### src/rtl/grf_writeback_pkg.sv
// Shared definitions for the register file / write-back block.
//   - default widths
//   - RegDst and MemtoReg select encodings
//   - index of the link register ($31)
package grf_writeback_pkg;

    localparam int unsigned DATA_W_DEF = 32;
    localparam int unsigned ADDR_W_DEF = 5;

    // Destination register select
    localparam logic [1:0] REGDST_RT   = 2'b00;
    localparam logic [1:0] REGDST_RD   = 2'b01;
    localparam logic [1:0] REGDST_RA   = 2'b10;
    localparam logic [1:0] REGDST_NONE = 2'b11;

    // Write-back data select; 2'b11 falls back to the ALU result
    localparam logic [1:0] WB_ALU = 2'b00;
    localparam logic [1:0] WB_MEM = 2'b01;
    localparam logic [1:0] WB_PC4 = 2'b10;

    localparam int unsigned REG_RA = 31;

endpackage

### src/rtl/grf_core.sv
// Register array with two combinational read ports and one write port.
//   clk, reset        : clock, asynchronous active-high reset (clears every register)
//   we, waddr, wdata  : write request; a write to register 0 is dropped
//   raddr1, raddr2    : read addresses
//   rdata1, rdata2    : read data; register 0 always reads 0
// With BYPASS=1 a write pending this cycle is forwarded to a matching read port.
module grf_core
    import grf_writeback_pkg::*;
#(
    parameter int unsigned DATA_W = DATA_W_DEF,
    parameter int unsigned ADDR_W = ADDR_W_DEF,
    parameter int unsigned BYPASS = 1
) (
    input  logic              clk,
    input  logic              reset,
    input  logic              we,
    input  logic [ADDR_W-1:0] waddr,
    input  logic [DATA_W-1:0] wdata,
    input  logic [ADDR_W-1:0] raddr1,
    input  logic [ADDR_W-1:0] raddr2,
    output logic [DATA_W-1:0] rdata1,
    output logic [DATA_W-1:0] rdata2
);

    localparam int unsigned NREGS = 2 ** ADDR_W;

    logic [DATA_W-1:0] regs [NREGS];
    logic              commit;

    assign commit = we && (waddr != '0);

    always_ff @(posedge clk or posedge reset) begin
        if (reset) begin
            for (int i = 0; i < NREGS; i++) begin
                regs[i] <= '0;
            end
        end else if (commit) begin
            regs[waddr] <= wdata;
        end
    end

    // Address 0 is checked first so neither storage nor forwarding can leak into $0.
    always_comb begin
        rdata1 = '0;
        if (raddr1 == '0) begin
            rdata1 = '0;
        end else if ((BYPASS != 0) && commit && (raddr1 == waddr)) begin
            rdata1 = wdata;
        end else begin
            rdata1 = regs[raddr1];
        end
    end

    always_comb begin
        rdata2 = '0;
        if (raddr2 == '0) begin
            rdata2 = '0;
        end else if ((BYPASS != 0) && commit && (raddr2 == waddr)) begin
            rdata2 = wdata;
        end else begin
            rdata2 = regs[raddr2];
        end
    end

endmodule

### src/rtl/grf_writeback.sv
// Register file plus write-back selection for the single-cycle MIPS datapath.
//   clk, reset          : clock, asynchronous active-high reset
//   RegWrite            : write enable for the current instruction
//   RegDst              : destination select (Rt / Rd / $31 / none)
//   MemtoReg            : write data select (ALU / memory / PC+4 / ALU)
//   Rs, Rt, Rd          : register indices
//   ALUResult, MemData  : write-back data candidates
//   PC                  : PC of the current instruction
//   RData1, RData2      : read operands for Rs and Rt
//   WAddr, WData        : selected destination and write data (combinational)
//   trace_*             : registered one-cycle event per committed write
module grf_writeback
    import grf_writeback_pkg::*;
#(
    parameter int unsigned DATA_W = DATA_W_DEF,
    parameter int unsigned ADDR_W = ADDR_W_DEF,
    parameter int unsigned BYPASS = 1
) (
    input  logic              clk,
    input  logic              reset,
    input  logic              RegWrite,
    input  logic [1:0]        RegDst,
    input  logic [1:0]        MemtoReg,
    input  logic [ADDR_W-1:0] Rs,
    input  logic [ADDR_W-1:0] Rt,
    input  logic [ADDR_W-1:0] Rd,
    input  logic [DATA_W-1:0] ALUResult,
    input  logic [DATA_W-1:0] MemData,
    input  logic [31:0]       PC,
    output logic [DATA_W-1:0] RData1,
    output logic [DATA_W-1:0] RData2,
    output logic [ADDR_W-1:0] WAddr,
    output logic [DATA_W-1:0] WData,
    output logic              trace_valid,
    output logic [31:0]       trace_pc,
    output logic [ADDR_W-1:0] trace_addr,
    output logic [DATA_W-1:0] trace_data
);

    logic [31:0] pc_plus4;
    logic        commit;

    // Wraps naturally at 2**32
    assign pc_plus4 = PC + 32'd4;

    always_comb begin
        WAddr = '0;
        case (RegDst)
            REGDST_RT:   WAddr = Rt;
            REGDST_RD:   WAddr = Rd;
            REGDST_RA:   WAddr = ADDR_W'(REG_RA);
            default:     WAddr = '0;  // REGDST_NONE: address 0 means no write
        endcase
    end

    always_comb begin
        WData = ALUResult;
        case (MemtoReg)
            WB_MEM:  WData = MemData;
            WB_PC4:  WData = DATA_W'(pc_plus4);
            default: WData = ALUResult;
        endcase
    end

    assign commit = RegWrite && (WAddr != '0);

    grf_core #(
        .DATA_W (DATA_W),
        .ADDR_W (ADDR_W),
        .BYPASS (BYPASS)
    ) u_core (
        .clk    (clk),
        .reset  (reset),
        .we     (RegWrite),
        .waddr  (WAddr),
        .wdata  (WData),
        .raddr1 (Rs),
        .raddr2 (Rt),
        .rdata1 (RData1),
        .rdata2 (RData2)
    );

    // Fields only move on a commit so they keep the last event while valid is low.
    always_ff @(posedge clk or posedge reset) begin
        if (reset) begin
            trace_valid <= 1'b0;
            trace_pc    <= '0;
            trace_addr  <= '0;
            trace_data  <= '0;
        end else if (commit) begin
            trace_valid <= 1'b1;
            trace_pc    <= PC;
            trace_addr  <= WAddr;
            trace_data  <= WData;
        end else begin
            trace_valid <= 1'b0;
        end
    end

endmodule

### config.mk
export PLATFORM = sky130hd
export DESIGN_NAME = grf_writeback
export DESIGN_NICKNAME = d
export VERILOG_FILES = /design/src/rtl/grf_writeback_pkg.sv /design/src/rtl/grf_core.sv /design/src/rtl/grf_writeback.sv
export SDC_FILE = /design/constraint.sdc
export NUM_CORES = 2
export LEC_CHECK = 0
export ABC_AREA = 0
export CAP_MARGIN = 20
export CORE_AREA = 2 2 272 476
export DETAILED_ROUTE_END_ITERATION = 6
export DIE_AREA = 0 0 274 478
export DONT_BUFFER_PORTS = 1
export SLEW_MARGIN = 25
export SYNTH_ARGS = -nofsm -noshare
export SYNTH_HDL_FRONTEND = slang
export SYNTH_SLANG_ARGS = --single-unit
### constraint.sdc
create_clock -name clk -period 52.5 [get_ports clk]
set_input_delay 10.5 -clock clk [delete_from_list [all_inputs] [get_ports clk]]
set_output_delay 10.5 -clock clk [all_outputs]
set_load 0.03 [all_outputs]
==> flow_metrics.env <==
export IMPL_synth_area_leader_cell="dfrtp_1"
export IMPL_cp_slowest_stage_delay_ns=0.95
export IMPL_initial_core_util=0.446
export IMPL_period_share=0.492
export IMPL_num_rows=174
export IMPL_vias_per_cell=6.36
export IMPL_yosysWarnings=0
export IMPL_routed_wl_mm=208
export IMPL_die_area_um2=131000
export IMPL_p_leak_nw=27.3
export IMPL_whs_ns=0.396
export IMPL_hold_path_class="reg2reg"
export IMPL_rsz0062_at_grt="false"
export IMPL_postCtsHoldBufs=0
export IMPL_cts_root_buf="clkbuf_16"
export IMPL_failed_checks="design-rule violations, max-slew violations"
export IMPL_syn_area_um2=57000
export IMPL_period_minus_slack_ns=25.84
export IMPL_path_delay_family="buffers and inverters"
export IMPL_drive_gt1_frac=0.153
export IMPL_synth_nets=5659
export IMPL_outcome="finished with violations"
export IMPL_synth_top_area_frac=0.481
export IMPL_first_global_vias=44200
export IMPL_maxCapViolCount=0
export IMPL_drc=12
export IMPL_drt_iter0_drc=4394
export IMPL_critPathLaunchType="input port"
export IMPL_die_y_um=478
export IMPL_clk_pin_slew_ns=0.06
export IMPL_grt_first_pass_wirelength_mm=304
export IMPL_clockBufferDepth=3
export IMPL_cts_tree="built"
export IMPL_clk_latency_ns=0.75
export IMPL_place_congestion=0.893
export IMPL_io_pins=289
export IMPL_cts_max_level=3
export IMPL_via_count=44500
export IMPL_max_freq_ghz=0.0387
export IMPL_grt_remaining_overflow=0
export IMPL_die_x_um=274
export IMPL_grt_usage=0.319
export IMPL_crit_type="in2out"
export IMPL_crit_arrival_ns=15.34
export IMPL_clock_sinks=1094
export IMPL_synthCells=5538
export IMPL_wl_per_cell_um=29.8
export IMPL_cp_max_fo=378
export IMPL_worst_pin_slew_ns=2.58
export IMPL_relSlewSlack=-0.717
export IMPL_detailed_place_hpwl_mm=121
export IMPL_p_per_area_nw_per_um2=41.4
export IMPL_ant_nets=0
export IMPL_ys_types=68
export IMPL_synth_area_leaders="dfrtp_1 48%, mux4_2 14%, o21ai_0 8.9%"
export IMPL_postCtsSetupBuffers=0
export IMPL_synth_main_ff_cell="dfrtp_1"
export IMPL_synth_sequential_area_ratio=0.481
export IMPL_synth_avg_cell_area_um2=10.3
export IMPL_maxSlewViolCount=276
export IMPL_numCtsBuffers=105
export IMPL_crit_buf_inv=3
export IMPL_cp_slowest_cell="a211oi_1"
export IMPL_tns_ns=0
export IMPL_fillers=11800
export IMPL_power_mw=2.58
export IMPL_grt_antenna_before_repair=13
export IMPL_synth_edf_count=0
export IMPL_yosys_register_bits=1094
export IMPL_drt_pass1_iter_count=7
export IMPL_worstPathRequired_ns=42.00
export IMPL_io_buffers=0
export IMPL_finalSetupViolations=0
export IMPL_synthArstFlopShare=1.00
export IMPL_fin_util=0.488
export IMPL_crit_path_end_kind="primary output"
export IMPL_final_nets=5354
export IMPL_area_growth_pct=9.37
export IMPL_vdd_drop_max_uv=24.0
export IMPL_ctsResizeCount=0
export IMPL_hold_violations=0
export IMPL_grt_max_degree=379
export IMPL_skew_ns=0
export IMPL_path_cells="inv_1 > o21ai_0 > nand4b_1 > nor4_4 > buf_4 > buf_4 > a211oi_1 > a211oi_1"
export IMPL_core_area_um2=128000
[flip-flops by register name, summed over array words and instances (netlist names)]
name / cells
u_core.regs: 1024
trace_data: 32
trace_pc: 32
trace_addr: 5
trace_valid: 1
[cell type report]
| class | count | area, µm² | share of cell area |
|---|---|---|---|
| clock buffer | 151 | 3080 | 0.0495 |
| antenna | 3 | 7.51 | 0.000121 |
| timing repair buffer | 156 | 1280 | 0.0206 |
| multi-input combinational | 3824 | 27700 | 0.445 |
| clock inverter | 41 | 536 | 0.00860 |
| inverter | 52 | 205 | 0.00329 |
| tap | 1672 | 2090 | 0.0336 |
| sequential | 1094 | 27400 | 0.440 |
[stage by stage]
step / cell area [µm²] / std cells / worst slack (ns)
after floorplan: 57000 / 5538 / 11.20
after global placement: 58400 / 6793 / 27.56
after detailed placement: 58500 / 6795 / 27.61
after CTS: 62100 / 6987 / 27.61
after global routing: 62300 / 6991 / 27.35
final: 62300 / 6993 / 26.66
[where the power goes]
group          switching [mW]  internal, mW  total, mW
Combinational           0.298         0.262      0.560
Clock                   0.354         0.459      0.813
Sequential              0.168          1.04       1.20
[cells in the final DEF, fill, tap and decap left out, types with 12 or more instances in the layout]
master,count
nand2_1,1275
dfrtp_1,1094
o21ai_0,1013
mux2i_1,379
mux4_2,362
buf_4,146
a22oi_1,137
clkbuf_16,108
nand3_1,75
a211oi_1,65
a21oi_1,49
inv_1,48
o22ai_1,47
nand4_1,40
nor3_1,35
nor2_1,32
mux2_2,28
o211ai_1,27
clkbuf_8,22
clkbuf_1,21
or4_1,17
clkinv_2,17
xnor2_1,15
nor2b_1,13
nand2_2,12
[synth_stat cells, types with 8 or more instances]
cell type and count:
a211oi_1 73, mux4_2 362, buf_2 43, nor3_1 37, nand3_1 82, nand2_1 1300
inv_1 50, or4_1 17, xnor2_1 15, a22oi_1 137, and3_1 11, nor2b_1 17
o311ai_0 10, a222oi_1 9, o22ai_1 47, nor2_1 42, mux2i_1 379, dfrtp_1 1094
a21oi_1 53, clkbuf_1 453, nor4_1 9, o211ai_1 27, o21ai_0 1013, o221ai_1 9
o22a_1 8, nand4_1 40, buf_1 68, mux2_2 28
[per-layer routing]
metal,vias to the layer above,share of wire,track usage
met1,22600,0.38,0.408
li1,19200,-,-
met2,2151,0.47,0.504
met5,-,0.00044,0
met4,14,0.053,0.147
met3,508,0.098,0.0855
[final timing paths]
path	cells after the start	slack (ns)	to	from
setup / recovery	8	26.66	RData1[28]	Rs[0]
hold / removal	0	0.40	u_core.regs[1001]$_DFFE_PP0P_	u_core.regs[1001]$_DFFE_PP0P_
setup reg to reg	1	51.39	trace_addr[2]$_DFFE_PP0P_	trace_addr[2]$_DFFE_PP0P_
hold reg to reg	0	0.40	u_core.regs[1001]$_DFFE_PP0P_	u_core.regs[1001]$_DFFE_PP0P_
max in group asynchronous	4	39.63	u_core.regs[964]$_DFFE_PP0P_	reset
min in group asynchronous	1	9.82	u_core.regs[435]$_DFFE_PP0P_	reset
[cell families (layout without fill, tap and decap cells)]
| family | Yosys count | count (layout) | share of synthesized area |
|---|---|---|---|
| compound gates | 1435 | 1435 | 0.143 |
| xor+xnor | 22 | 22 | 0.00338 |
| fa+ha+maj | 3 | 3 | 0.000659 |
| buf+inv | 620 | 400 | 0.0420 |
| flops | 1094 | 1094 | 0.481 |
| mux | 769 | 769 | 0.215 |
| other cells | 0 | 3 | 0 |
| simple gates | 1595 | 1595 | 0.115 |
(Power assumes the default switching activity.)
